===== config.mk =====
export PLATFORM = sky130hd
export DESIGN_NAME = song_reader
export DESIGN_NICKNAME = d
export VERILOG_FILES = /design/src/rtl/song_reader_pkg.sv /design/src/rtl/song_reader_rom.sv /design/src/rtl/song_reader.sv
export SDC_FILE = /design/constraint.sdc
export NUM_CORES = 1
export LEC_CHECK = 0
export CORE_MARGIN = 4
export CORE_UTILIZATION = 30
export CTS_CLUSTER_DIAMETER = 200
export DETAILED_ROUTE_END_ITERATION = 10
export GPL_TIMING_DRIVEN = 0
export PLACE_DENSITY = 0.57
export SETUP_SLACK_MARGIN = 0.1
export SLEW_MARGIN = 5
export SYNTH_ARGS = -nofsm -noshare
export SYNTH_HDL_FRONTEND = slang
export SYNTH_SLANG_ARGS = --single-unit
export TNS_END_PERCENT = 100

===== constraint.sdc =====
create_clock -name clk -period 8.8 [get_ports clk]
set_input_delay 1.32 -clock clk [delete_from_list [all_inputs] [get_ports clk]]
set_output_delay 1.32 -clock clk [all_outputs]
set_load 0.01 [all_outputs]

===== src/rtl/song_reader_pkg.sv =====
// song_reader_pkg: shared widths, FSM encodings, ROM word layout and song table
package song_reader_pkg;
  localparam int NOTE_W = 6;
  localparam int DUR_W = 6;
  localparam int IDX_W = 5;
  localparam int SONG_W = 2;
  localparam int WORD_W = NOTE_W + DUR_W;
  localparam int ADDR_W = SONG_W + IDX_W;
  localparam int DUR_LSB = 0;
  localparam int NOTE_LSB = DUR_W;
  localparam logic [DUR_W-1:0] END_MARKER = '0;
  typedef enum logic [2:0] {
    S_IDLE  = 3'd0,
    S_FETCH = 3'd1,
    S_LOAD  = 3'd2,
    S_ISSUE = 3'd3,
    S_WAIT  = 3'd4,
    S_END   = 3'd5
  } state_t;
  // Song table: 0 is a two-note jingle, 1 fills all 32 slots, 2 and 3 end early
  function automatic logic [WORD_W-1:0] rom_word(input logic [ADDR_W-1:0] a);
    logic [DUR_W-1:0] i;
    logic [NOTE_W-1:0] n;
    logic [DUR_W-1:0] d;
    i = DUR_W'(a[IDX_W-1:0]);
    n = '0;
    d = END_MARKER;
    case (a[ADDR_W-1:IDX_W])
      2'd0: begin
        n = i == 0 ? 6'd12 : i == 1 ? 6'd14 : 6'd0;
        d = i == 0 ? 6'd4 : i == 1 ? 6'd2 : END_MARKER;
      end
      2'd1: begin
        n = i * 6'd3 + 6'd1;
        d = i % 6'd7 + 6'd1;
      end
      2'd2: begin
        n = i < 5 ? 6'd40 + i : 6'd0;
        d = i < 5 ? i + 6'd1 : END_MARKER;
      end
      default: begin
        n = i < 10 ? i * 6'd5 : 6'd0;
        d = i < 10 ? i % 6'd3 + 6'd1 : END_MARKER;
      end
    endcase
    return {n, d};
  endfunction
endpackage


===== src/rtl/song_reader_rom.sv =====
// song_rom: registered song ROM, data valid one cycle after address
module song_rom
  import song_reader_pkg::*;
(
  input  logic              clk,
  input  logic [ADDR_W-1:0] addr,
  output logic [WORD_W-1:0] dout
);
  always_ff @(posedge clk) dout <= rom_word(addr);
endmodule


===== src/rtl/song_reader.sv =====
// song_reader: walks a song's ROM note list, strobing each note to the note timer
module song_reader
  import song_reader_pkg::*;
(
  input  logic              clk,
  input  logic              reset,
  input  logic              play,
  input  logic [SONG_W-1:0] song,
  input  logic              note_done,
  output logic              new_note,
  output logic [NOTE_W-1:0] note,
  output logic [DUR_W-1:0]  duration,
  output logic              song_done
);
  state_t state_q, state_d;
  logic [IDX_W-1:0] idx_q, idx_d;
  logic [SONG_W-1:0] song_q, song_d;
  logic [NOTE_W-1:0] note_q, note_d;
  logic [DUR_W-1:0] dur_q, dur_d;
  logic [WORD_W-1:0] rom_dout;
  logic [NOTE_W-1:0] rom_note;
  logic [DUR_W-1:0] rom_dur;
  logic song_sw;
  song_rom u_rom (
    .clk (clk),
    .addr({song_q, idx_q}),
    .dout(rom_dout)
  );
  assign rom_note = rom_dout[NOTE_LSB +: NOTE_W];
  assign rom_dur = rom_dout[DUR_LSB +: DUR_W];
  assign song_sw = song != song_q;
  always_comb begin
    state_d = state_q;
    idx_d = idx_q;
    song_d = song_q;
    note_d = note_q;
    dur_d = dur_q;
    case (state_q)
      S_IDLE: begin
        state_d = play ? S_FETCH : S_IDLE;
        song_d = play ? song : song_q;
      end
      S_FETCH: state_d = song_sw ? S_IDLE : S_LOAD;
      S_LOAD: begin
        state_d = song_sw ? S_IDLE : rom_dur == END_MARKER ? S_END : S_ISSUE;
        note_d = state_d == S_ISSUE ? rom_note : note_q;
        dur_d = state_d == S_ISSUE ? rom_dur : dur_q;
      end
      S_ISSUE: state_d = song_sw ? S_IDLE : S_WAIT;
      S_WAIT: begin
        state_d = song_sw ? S_IDLE : !(note_done && play) ? S_WAIT : idx_q == '1 ? S_END : S_FETCH;
        idx_d = state_d == S_FETCH ? idx_q + 1'b1 : idx_q;
      end
      S_END: state_d = S_IDLE;
      default: state_d = S_IDLE;
    endcase
    // Leaving for IDLE mid-song (song change or end) always rewinds
    if (state_d == S_IDLE && state_q != S_IDLE) idx_d = '0;
  end
  always_ff @(posedge clk) begin
    if (reset) begin
      state_q <= S_IDLE;
      idx_q <= '0;
      song_q <= '0;
      note_q <= '0;
      dur_q <= '0;
    end else begin
      state_q <= state_d;
      idx_q <= idx_d;
      song_q <= song_d;
      note_q <= note_d;
      dur_q <= dur_d;
    end
  end
  assign new_note = state_q == S_ISSUE;
  assign song_done = state_q == S_END;
  assign note = note_q;
  assign duration = dur_q;
endmodule


# After elaboration in Yosys (flattened, before gate mapping)
# Cells that the tools add are included.
[word_totals]
register_bits = 34
latchBits = 0
mem_bits_rw = 0
romBits = 0
in_bits = 6
out_inout_bits = 14
elab_cells = 61
memories = 0
[op_classes]
n_addsub = 6
n_mul = 2
n_div = 2
magnitude_cmp = 2
n_eq_ne = 12
shifts = 0
mux = 19
n_bitwise = 0
reduce_logical = 12
[ops]
columns = ["op", "count"]
rows = [
  ["6-bit two-way mux", 6],
  ["6-bit case mux with 3 select lines", 2],
  ["6-bit by 1-bit adder with 6-bit output (second input constant)", 3],
  ["3-bit two-way mux", 6],
  ["3-bit case mux with 5 select lines", 1],
  ["3-bit by 2-bit == test with 1-bit output (second input constant)", 3],
  ["5-bit by 1-bit adder with 6-bit output (second input constant)", 1],
  ["6-bit by 5-bit adder with 6-bit output (first input constant)", 1],
  ["3-bit by 1-bit == test with 1-bit output (second input constant)", 2],
  ["3-bit == test (second input constant)", 2],
  ["3-bit logical NOT", 2],
  ["6-bit logical NOT", 1],
  ["5-bit by 2-bit modulo with 6-bit output (second input constant)", 1],
  ["5-bit by 3-bit modulo with 6-bit output (second input constant)", 1],
  ["5-bit by 2-bit multiplier with 6-bit output (second input constant)", 1],
  ["5-bit by 3-bit multiplier with 6-bit output (second input constant)", 1],
  ["2-bit AND reduction", 3],
  ["5-bit by 1-bit adder with 5-bit output (second input constant)", 1],
  ["5-bit by 1-bit == test with 1-bit output (second input constant)", 1],
  ["5-bit == test (second input constant)", 1],
  ["5-bit logical NOT", 1],
  ["5-bit by 3-bit < comparator with 1-bit output (second input constant)", 1],
  ["5-bit by 4-bit < comparator with 1-bit output (second input constant)", 1],
  ["2-bit two-way mux", 2],
  ["9 further kinds", 10],
]

# Logic depth before layout (Yosys ltp)
# Gate-level depths: netlist (run 1).
[logic_depth]
word_depth = 8
ltp_mapped = 21
mapped_depth_nobuf = 17

# Modules after synthesis
# From an unflattened synthesis (run 1), not the netlist that was laid out.
[hier_totals]
cells_unflattened = 405
area_unflattened_um2 = 3274.4
[modules_own_cells]
columns = ["module", "instances", "cells_per_inst", "area_each_um2", "seq_area_each_um2"]
rows = [
  ["song_rom", 1, 284, 2185.8, 240.2],
  ["song_reader", 1, 121, 1088.5, 440.4],
]

# Worst setup path after synthesis (run 1)
# OpenSTA, ideal clock, no wires.
[synth_path]
path_type = "register to register"
startpoint = "register idx_q[4]"
endpoint = "register u_rom.dout[2]"
setup_time_ps = 130
t_arrival_ps = 4687
required_time_ps = 8670
path_slack_ps = 3983
path_stages_with_launch = 22
n_path_buf = 4
synth_period_minus_slack_ps = 4817
path_cell_list = "dfxtp_1 -> buf_6 -> clkbuf_1 -> inv_1 -> ha_1 -> buf_2 -> mux2i_1 -> o211ai_2 -> ha_1 -> a211oi_2 -> mux2i_2 -> or4b_1 -> buf_2 -> xnor2_2 -> ha_1 -> inv_1 -> nand3_1 -> mux2_2 -> ha_1 -> or3_1 -> nand3_1 -> o211ai_1"
[synth_via]
elab_chain_cells = 4
elab_cells_between_ends = 11
cone_classes = "add/sub: 2; div: 2; order compare: 2; mux: 4; reduce/logical: 1"
[synth_rtl]
columns = ["item", "line", "source"]
rows = [
  ["start, declared", "song_reader.sv:16", "logic [IDX_W-1:0] idx_q, idx_d;"],
  ["start signal, assigned", "song_reader.sv:69", "idx_q <= idx_d;"],
  ["5-bit by 2-bit modulo with 6-bit output", "song_reader_pkg.sv:43", "d = i < 10 ? i % 6'd3 + 6'd1 : END_MARKER;"],
  ["6-bit by 1-bit adder with 6-bit output", "song_reader_pkg.sv:43", ""],
  ["6-bit two-way mux", "song_reader_pkg.sv:43", ""],
  ["6-bit case mux with 3 select lines (*)", "song_reader_pkg.sv:28", "case (a[ADDR_W-1:IDX_W])"],
  ["end signal, assigned", "song_reader_rom.sv:9", "always_ff @(posedge clk) dout <= rom_word(addr);"],
  ["end, declared", "song_reader_rom.sv:7", "output logic [WORD_W-1:0] dout"],
]
# Every way passes the cells marked *; elsewhere a longest branch is shown, timed or not.
# A chain may end at the register's enable or synchronous reset.

# Worst setup path after layout (run 1)
# Ends and elaborated chain as after synthesis.

==> impl_metrics.py, run 1 <==
metrics = {
    "logic_synthesis": {
        "ys_ff_latch": 34,
        "synth_cell_types": 78,
        "synth_top_area_share_pct": 21.03,
        "synth-edff-count": 0,
        "yosysWarningCount": 0,
        "syn-cell-area_um2": 3237,
        "synthFlopType": "dfxtp_1",
        "synth-async-reset-ratio_pct": 0,
        "synth_fp_nets": 424,
        "synth_largest_area_cell": "dfxtp_1",
        "synth_area_leaders": "dfxtp_1, ha_1, mux2i_1",
        "syn_area_per_cell_um2": 8.257,
        "yosysSeqAreaShare_pct": 21.03,
        "syn_inst": 392,
    },
    "finish": {
        "diodes": 0,
        "drive_above_1_share_pct": 10.05,
        "area_growth_pct": 13.65,
        "final_nets": 449,
        "fin_cells": 554,
        "fillers": 1106,
    },
    "worst_setup_path": {
        "crit_path_top_delay_cell": "or4b_1",
        "max_stage_delay_ns": 0.50,
        "crit_buf_inv": 6,
        "required_ns": 8.95,
        "path_cells": "buf_6 -> clkbuf_1 -> inv_1 -> ha_1 -> buf_2 -> mux2i_1 -> o211ai_2 -> ha_1 -> a211oi_2 -> mux2i_2 -> or4b_1 -> buf_2 -> xnor2_2 -> ha_1 -> inv_1 -> nand3_1 -> mux2_2 -> ha_1 -> or3_1 -> nand3_1 -> o211ai_1",
        "critPathLaunch": "idx_q[4]",
        "critPathCaptureType": "flip-flop",
        "path_common_cell": "ha_1",
        "cp.arrival_ns": 5.90,
        "timing.rr.start": "idx_q[4]",
        "path_class": "reg -> reg",
        "worst_setup_path_start_kind": "flip-flop",
        "critPathTopFamily": "simple AND/OR/NAND/NOR gates",
        "crit_fanout": 10,
    },
    "outcome": {
        "status": "complete, no violations",
    },
    "global_routing": {
        "grtUsageTotal_pct": 13.79,
        "grt_overflow_total": 0,
        "grt_pass1_vias": 2953,
        "grt_use_met3_pct": 2.446,
        "grt_pass1_wl_mm": 14.46,
        "grt_max_degree": 13,
        "grt_util_met1_pct": 17.81,
        "grtUsageMet2_pct": 23.58,
        "antenna_found_initial": 0,
        "top_usage_layer": "met2",
    },
    "clock_tree": {
        "clk_latency_ns": 0.28,
        "cts_tree": "done",
        "cts_made_buffers": 5,
        "cts_buffer_depth": 2,
        "post_cts_buffers": 0,
        "cts_root_buffer": "clkbuf_8",
        "htreeDepth": 2,
        "holdBufCountCts": 0,
        "clk_pin_slew_worst_paths_ns": 0.06,
        "ctsResizeCount": 0,
        "clock-sinks": 34,
    },
    "sta": {
        "grt_setup_unrepaired": "false",
        "finClkSkew_ns": 0.002932,
        "relSlewSlack_pct": 21.33,
        "finalMaxSlewViolations": 0,
        "worst_pin_slew_ns": 1.169,
        "max_freq_mhz": 173.8,
        "finalSetupViolCount": 0,
        "min_period_ns": 5.753,
        "fin_crit_sh_pct": 65.38,
        "tns_ns": 0,
        "hold_viol": 0,
    },
    "die": {
        "num_io_pins": 20,
        "dieHeight_um": 111.9,
        "dieArea_um2": 12510,
        "die_w_um": 111.9,
        "start_util_pct": 31.08,
        "row_count": 37,
        "core_um2": 10420,
    },
    "drt": {
        "drc_errors": 0,
        "ant_nets": 0,
        "wire_per_inst_um": 15.54,
        "routed_wl_mm": 8.611,
        "drt_iter0_drc": 192,
        "dr_total_vias": 2973,
        "avgViaCountPerCell": 5.366,
        "first_pass_iters": 5,
    },
    "power": {
        "internal_power_mw": 0.2315,
        "vdd_drop_max_v": 0.00007071,
        "p_per_area_nw_per_um2": 82.14,
        "leakage_nw": 1.449,
        "power.share.combinational_pct": 8.7,
        "power.clock.fraction_pct": 38.3,
        "swShare_pct": 23.38,
        "p_switching_mw": 0.07063,
        "seq_power_share_pct": 53.0,
    },
    "placement": {
        "dp_cells": 546,
        "place_congestion": 0.8668,
        "port_buffers": 18,
        "hpwl_mm": 6.705,
    },
    "min_path": {
        "hp-class": "reg -> reg",
        "hold_start": "duration[0]",
    },
    "job": {
        "maxCapViolCount": 0,
    },
}
-- power by group through the flow --
stage,clock [mW],combinational [mW],sequential (mW)
detailed placement,0,0.0260,0.164
CTS,0.119,0.0262,0.160
floorplan,0,0.0183,0.163
global route,0.125,0.0295,0.161
finish,0.116,0.0262,0.160
global placement,0,0.0256,0.164
-- synthesized netlist by cell type, drive strengths merged (6+ instances only) --
cell type  count
o211ai         9
dfxtp         34
a21oi         17
a22oi          6
xor2           9
mux2i         19
inv           15
nand3         10
o21ai         23
nand2         38
nor4           7
buf           10
ha            24
nor2          37
clkbuf        10
or3            6
xnor2         20
a211oi         6
nor2b          6
-- kinds of logic after synthesis --
group / count (synthesis) / share of synthesized area [%]
compound gates: 100 / 23.43
simple gates: 143 / 23.23
xor+xnor: 30 / 9.007
fa+ha+maj: 26 / 10.51
mux: 23 / 7.615
buf+inv: 36 / 5.179
flops: 34 / 21.03
-- flip-flops by register name, indices dropped and copies added, names as in the netlist --
name,cells
u_rom.dout,12
duration,6
note,6
idx_q,5
state_q,3
song_q,2
-- layer usage --
| layer | routed length [um] | vias to the layer above |
|---|---|---|
| met3 | 463 | 10 |
| met4 | 119 | 0 |
| met5 | 0 | - |
| met2 | 4043 | 80 |
| li1 | - | 1489 |
| met1 | 3985 | 1394 |
-- stage by stage --
stage               utilization, %  total power [mW]  setup WS (ns)  hold WS (ns)  area [um2]
global route                 35.32            0.3156          2.726        0.4820        3679
finish                       35.32            0.3021          3.047        0.4528        3679
detailed placement           34.44            0.1896          3.068        0.4462        3587
global placement             34.44            0.1891          3.124        0.4438        3587
CTS                          35.32            0.3055          3.046        0.4551        3679
floorplan                        -            0.1813          3.983        0.4318        3237
-- area by class of cell --
cell class | instances | area (um2) | share of cell area [%]
multi-input combinational | 322 | 2389 | 64.93
sequential | 34 | 680.7 | 18.50
timing repair buffer | 18 | 180.2 | 4.898
tap | 136 | 170.2 | 4.626
buffer | 20 | 107.6 | 2.925
clock buffer | 7 | 86.33 | 2.347
inverter | 16 | 60.06 | 1.633
clock inverter | 1 | 5.005 | 0.1361
-- final timing paths --
kind	to	slack [ns]	cells past startpoint
worst min register to register	duration[0]	0.45	2
worst min-delay path	duration[0]	0.45	2
worst max-delay path	u_rom.dout[2]	3.05	21
worst max register to register	u_rom.dout[2]	3.05	21
-- worst min-delay path: stages (launching register included) --
cell and delay [ns]:
dfxtp_1 0.31, nand2_1 0.05, a21oi_1 0.05
-- layout by cell type, fill, tap and decap left out, types with 3 or more instances in the layout --
cell type	count
a211oi_1	4
a21oi_1	17
a221oi_1	3
a22oi_1	5
and2_1	5
buf_2	5
buf_6	3
clkbuf_1	11
clkbuf_8	6
clkdlybuf4s50_1	18
dfxtp_1	34
ha_1	24
inv_1	15
mux2_2	4
mux2i_1	16
mux2i_2	3
nand2_1	38
nand2b_1	4
nand3_1	10
nand4b_1	3
nor2_1	37
nor2b_1	6
nor3_1	5
nor4_1	6
o211ai_1	7
o21ai_0	20
o32a_1	4
or2_2	4
or3_1	6
xnor2_1	18
xor2_1	9
Note: power is estimated with default switching activity, not from simulation.
==> run 2, diff against run 1 <==
==> constraint.sdc (replaced) <==
create_clock -name clk -period 5.98 [get_ports clk]
set_input_delay 0.897 -clock clk [delete_from_list [all_inputs] [get_ports clk]]
set_output_delay 0.897 -clock clk [all_outputs]
set_load 0.01 [all_outputs]
==> impl_metrics.py, run 2 (synthesis gave the netlist of run 1 again) <==
metrics = {
    "outcome": {
        "status": "complete, no violations",
    },
    "power": {
        "vdd_drop_max_v": 0.0001041,
        "seq_power_share_pct": 53.0,
        "internal_power_mw": 0.3407,
        "leakage_nw": 1.453,
        "power.share.combinational_pct": 8.7,
        "swShare_pct": 23.36,
        "p_total_mw": 0.4445,
        "p_per_area_nw_per_um2": 120.7,
        "p_switching_mw": 0.1038,
        "power.clock.fraction_pct": 38.3,
    },
    "sta": {
        "finClkSkew_ns": 0.002787,
        "grt_setup_unrepaired": "false",
        "relSlewSlack_pct": 21.09,
        "fin_crit_sh_pct": 94.28,
        "min_period_ns": 5.638,
        "finalSetupViolCount": 0,
        "max_freq_mhz": 177.4,
        "tns_ns": 0,
        "finalMaxSlewViolations": 0,
        "worst_pin_slew_ns": 1.173,
        "hold_viol": 0,
    },
    "clock_tree": {
        "clk_pin_slew_worst_paths_ns": 0.06,
        "ctsResizeCount": 0,
        "cts_tree": "done",
        "htreeDepth": 2,
        "clock-sinks": 34,
        "cts_made_buffers": 5,
        "clk_latency_ns": 0.28,
        "post_cts_buffers": 0,
        "cts_root_buffer": "clkbuf_8",
        "cts_buffer_depth": 2,
        "holdBufCountCts": 0,
    },
    "drt": {
        "first_pass_iters": 4,
        "wire_per_inst_um": 15.50,
        "ant_nets": 0,
        "routed_wl_mm": 8.587,
        "drt_iter0_drc": 176,
        "dr_total_vias": 2971,
        "avgViaCountPerCell": 5.363,
        "drc_errors": 0,
    },
    "global_routing": {
        "top_usage_layer": "met2",
        "grt_pass1_vias": 2953,
        "grt_max_degree": 13,
        "grtUsageMet2_pct": 23.58,
        "antenna_found_initial": 0,
        "grtUsageTotal_pct": 13.79,
        "grt_util_met1_pct": 17.81,
        "grt_pass1_wl_mm": 14.46,
        "grt_overflow_total": 0,
        "grt_use_met3_pct": 2.446,
    },
    "worst_setup_path": {
        "critPathTopFamily": "simple AND/OR/NAND/NOR gates",
        "rr_worst_depth": 17,
        "critPathCaptureType": "flip-flop",
        "path_class": "reg -> reg",
        "max_stage_delay_ns": 0.56,
        "timing.rr.start": "idx_q[1]",
        "ff2ff_setup_slack_ns": 0.34,
        "timing.rr.end": "u_rom.dout[2]",
        "path_common_cell": "ha_1",
        "cp.arrival_ns": 5.79,
        "crit_path_top_delay_cell": "or4b_1",
        "crit_fanout": 10,
        "worst_setup_path_start_kind": "flip-flop",
        "crit_buf_inv": 4,
        "required_ns": 6.13,
        "path_cells": "clkbuf_1 -> clkinvlp_4 -> ha_1 -> o21ba_2 -> o21bai_1 -> nand2_1 -> or4b_1 -> buf_2 -> xnor2_2 -> ha_1 -> inv_1 -> nand3_1 -> mux2_2 -> ha_1 -> or3_1 -> nand3_1 -> o211ai_1",
    },
    "finish": {
        "design_area_um2": 3684,
        "final_common_cell": "nand2_1",
        "diodes": 0,
        "largest_reg_flops": 12,
        "largest-register": "u_rom.dout",
        "fillers": 1107,
        "fin_cells": 554,
        "final_cell_mix": "nand2_1, nor2_1, dfxtp_1",
        "final_nets": 449,
        "drive_above_1_share_pct": 10.53,
        "area_growth_pct": 13.80,
    },
    "die": {
        "start_util_pct": 31.08,
        "num_io_pins": 20,
        "core_um2": 10420,
        "dieHeight_um": 111.9,
        "row_count": 37,
        "die_w_um": 111.9,
        "dieArea_um2": 12510,
    },
    "placement": {
        "port_buffers": 18,
        "place_area_um2": 3587,
        "hpwl_mm": 6.705,
        "place_congestion": 0.8668,
        "dp_cells": 546,
    },
    "job": {
        "maxCapViolCount": 0,
    },
    "min_path": {
        "min_to": "duration[0]",
        "hold-path-cell-count": 2,
        "hp-class": "reg -> reg",
        "hold_start": "duration[0]",
    },
}
run 2: cell types whose count changed in the layout (fill, tap and decap cells not counted), sizes merged:
cell      previous run  this run
clkinv               2         1
clkinvlp             0         1
run 2: metal layers:
metal	share of wire (%)	wire length, um
met5	0	0
met4	1.3	115
met1	47	4006
met3	4.7	401
met2	47	4063
run 2: cell type report:
| class | count | area (um2) | share of cell area (%) |
|---|---|---|---|
| inverters | 16 | 63.81 | 1.732 |
| flip-flops and latches | 34 | 680.7 | 18.48 |
| clock buffers | 7 | 86.33 | 2.344 |
| multi-input cells | 322 | 2389 | 64.84 |
| clock inverters | 1 | 5.005 | 0.1359 |
| well taps | 136 | 170.2 | 4.620 |
| repair buffers | 18 | 180.2 | 4.891 |
| plain buffers | 20 | 108.9 | 2.955 |
run 2: stage by stage:
| stage | setup WS (ns) | hold WS (ns) | utilization (%) |
|---|---|---|---|
| floorplan | 1.163 | 0.4318 | - |
| global placement | 0.3045 | 0.4438 | 34.44 |
| detailed placement | 0.2483 | 0.4462 | 34.44 |
| CTS | 0.2256 | 0.4551 | 35.32 |
| global route | 0.1298 | 0.4820 | 35.36 |
| finish | 0.3419 | 0.4528 | 35.36 |
run 2: worst register-to-register path, delay by kind of cell, from the launching register on:
| kind | cells | cell delay (ns) |
|---|---|---|
| adders and majority gates | 3 | 1.00 |
| and+or+nand+nor | 5 | 1.54 |
| xor gates and xnor gates | 1 | 0.19 |
| AOI/OAI and AO/OA | 3 | 0.54 |
| muxes | 1 | 0.38 |
| DFF | 1 | 0.54 |
| buffers and inverters | 4 | 1.33 |
run 2: power groups by stage:
| stage | clock, mW | sequential, mW | combinational (mW) |
|---|---|---|---|
| floorplan | 0 | 0.240 | 0.0270 |
| global placement | 0 | 0.241 | 0.0377 |
| detailed placement | 0 | 0.241 | 0.0382 |
| CTS | 0.175 | 0.236 | 0.0386 |
| global route | 0.185 | 0.237 | 0.0434 |
| finish | 0.170 | 0.236 | 0.0385 |
run 2: worst max-delay path by stage:
stage                         end  cells after the start  slack [ns]      from
floorplan           u_rom.dout[2]                     21        1.16  idx_q[4]
global placement    u_rom.dout[2]                     21        0.30  idx_q[4]
detailed placement  u_rom.dout[2]                     21        0.25  idx_q[4]
CTS                 u_rom.dout[2]                     21        0.23  idx_q[4]
global route        u_rom.dout[2]                     21        0.13  idx_q[4]
finish              u_rom.dout[2]                     17        0.34  idx_q[1]
==> run 3, diff against run 2 <==
--- a/config.mk
+++ b/config.mk
@@ -10,7 +10,7 @@
 export CTS_CLUSTER_DIAMETER = 200
 export DETAILED_ROUTE_END_ITERATION = 10
 export GPL_TIMING_DRIVEN = 0
-export PLACE_DENSITY = 0.57
+export PLACE_DENSITY = 0.59
 export SETUP_SLACK_MARGIN = 0.1
 export SLEW_MARGIN = 5
 export SYNTH_ARGS = -nofsm -noshare
==> constraint.sdc (replaced) <==
create_clock -name clk -period 4.8 [get_ports clk]
set_input_delay 0.72 -clock clk [delete_from_list [all_inputs] [get_ports clk]]
set_output_delay 0.72 -clock clk [all_outputs]
set_load 0.01 [all_outputs]
==> impl_metrics.py, run 3 (synthesis gave the netlist of run 1 again) <==
metrics = {
    "drt": {
        "highest_layer": "met4",
        "first_pass_iters": 4,
        "drt-met1-wl_mm": 4.007,
        "dr_total_vias": 3002,
        "routed_wl_mm": 8.798,
        "wire_per_inst_um": 15.54,
        "drt_iter0_drc": 142,
        "wl_met2_mm": 4.224,
        "wl_met3_um": 438,
        "drc_errors": 0,
        "avgViaCountPerCell": 5.304,
        "ant_nets": 0,
    },
    "clock_tree": {
        "cts_root_buffer": "clkbuf_8",
        "htreeDepth": 2,
        "holdBufCountCts": 0,
        "cts_made_buffers": 5,
        "cts_tree": "done",
        "clk_latency_ns": 0.28,
        "clk_pin_slew_worst_paths_ns": 0.07,
        "cts_buffer_depth": 2,
        "clock-sinks": 34,
    },
    "worst_setup_path": {
        "path_class": "reg -> reg",
        "crit_path_top_delay_cell": "or4b_1",
        "crit_fanout": 10,
        "rr_worst_depth": 21,
        "cp.arrival_ns": 4.71,
        "timing.rr.end": "u_rom.dout[2]",
        "critPathLaunch": "idx_q[4]",
        "worstSetupEndpoint": "u_rom.dout[2]",
        "timing.rr.start": "idx_q[4]",
        "path_cells": "buf_8 -> buf_8 -> clkinvlp_4 -> ha_4 -> buf_6 -> nand4b_1 -> o211ai_4 -> ha_4 -> a211oi_4 -> mux2i_4 -> or4b_1 -> buf_4 -> xnor2_4 -> ha_4 -> inv_1 -> nand3_4 -> mux2_2 -> ha_1 -> or3_1 -> nand3_1 -> o211ai_1",
        "critPathCaptureType": "flip-flop",
        "required_ns": 4.95,
        "path_common_cell": "ha_4",
        "ff2ff_setup_slack_ns": 0.24,
        "max_stage_delay_ns": 0.48,
        "worst_setup_path_start_kind": "flip-flop",
    },
    "die": {
        "dieHeight_um": 111.9,
        "dieArea_um2": 12510,
        "die_w_um": 111.9,
        "core_um2": 10420,
        "start_util_pct": 31.08,
        "row_count": 37,
        "num_io_pins": 20,
    },
    "global_routing": {
        "grt_pass1_vias": 2988,
        "antenna_found_initial": 0,
        "grt_pass1_wl_mm": 14.51,
        "grt_overflow_total": 0,
        "grtUsageTotal_pct": 13.75,
        "grt_max_degree": 13,
    },
    "power": {
        "p_per_area_nw_per_um2": 140.8,
        "vdd_drop_max_v": 0.0001353,
        "p_total_mw": 0.5529,
        "leakage_nw": 1.528,
    },
    "sta": {
        "min_period_ns": 4.559,
        "finalMaxSlewViolations": 0,
        "hold_viol": 0,
        "relSlewSlack_pct": 28.88,
        "max_freq_mhz": 219.3,
        "grt_setup_unrepaired": "false",
        "finalSetupViolCount": 0,
        "fin_crit_sh_pct": 94.98,
        "worst_pin_slew_ns": 1.057,
        "finClkSkew_ns": 0.002922,
    },
    "finish": {
        "diodes": 0,
        "area_growth_pct": 21.34,
        "drive_above_1_share_pct": 16.74,
        "final_cell_mix": "nand2_1, nor2_1, dfxtp_1",
        "final_common_cell": "nand2_1",
        "final_nets": 461,
        "largest-register": "u_rom.dout",
        "largest_reg_flops": 12,
        "fin_cells": 566,
        "post-route-util_pct": 37.71,
    },
    "placement": {
        "place_congestion": 0.8289,
        "hpwl_mm": 6.585,
        "dp_cells": 546,
        "port_buffers": 18,
    },
    "job": {
        "maxCapViolCount": 0,
    },
    "min_path": {
        "hp-class": "reg -> reg",
        "hold_start": "duration[2]",
    },
    "outcome": {
        "status": "complete, no violations",
    },
}
run 3: cell types whose count changed in the layout (fill, tap and decap cells not counted), moves of 2 or more:
cell	delta
ha_4	+3
mux2i_4	+2
ha_1	-3
buf_2	-3
dfxtp_4	+2
buf_8	+2
buf_4	+14
mux2i_1	-2
clkbuf_1	-3
dfxtp_1	-5
dfxtp_2	+3
run 3: critical path: cells and delay by family (launching register included):
| family | cells | cell delay, ns |
|---|---|---|
| AO/OA/AOI/OAI | 3 | 0.41 |
| XOR/XNOR | 1 | 0.20 |
| adder cells (fa/ha/maj) | 4 | 0.87 |
| buffers and inverters | 6 | 0.81 |
| flip-flops | 1 | 0.39 |
| multiplexers | 2 | 0.45 |
| AND/OR/NAND/NOR | 5 | 1.28 |
run 3: worst min path at each step:
stage                       end  slack [ns]  cells after the start
global placement        note[4]        0.44                      2
global route        duration[2]        0.48                      2
finish              duration[2]        0.45                      2
detailed placement  duration[2]        0.45                      2
floorplan           duration[5]        0.43                      2
CTS                 duration[2]        0.46                      2
run 3: what timing repair did:
action	in CTS	in global routing
pin swaps	1	3
setup endpoints to repair	6	4
buffers inserted	3	9
gates resized for setup	22	14
hold endpoints to repair	0	0
gates cloned	0	0
run 3: cell type report:
class                   count  area, um2
repair buffers             30      270.3
plain buffers              20      138.9
multi-input cells         322       2495
clock inverters             2      12.51
well taps                 136      170.2
inverters                  16      66.31
flip-flops and latches     34      691.9
fillers                  1092       6489
clock buffers               6      82.58
run 3: report_power, final:
group	internal (mW)	leakage, nW	switching [mW]
Sequential	0.289	0.279	0.00392
Clock	0.115	0.0472	0.0980
Combinational	0.0190	1.20	0.0281
run 3: routing by layer:
layer / track usage [%] / vias up
li1: - / 1502
met2: 22.78 / 60
met3: 2.554 / 11
met1: 18.12 / 1429
met4: 4.217 / 0
met5: 0 / -
run 3: stage by stage:
stage | TNS, ns | setup slack, ns | hold slack, ns | area [um2]
after floorplan | 0 | 0.1914 | 0.4318 | 3244
after global placement | -2.078 | -0.7158 | 0.4447 | 3595
after detailed placement | -2.221 | -0.7281 | 0.4492 | 3595
after CTS | 0 | 0.1257 | 0.4589 | 3819
after global routing | 0 | 0.08223 | 0.4807 | 3928
final | 0 | 0.2409 | 0.4545 | 3928
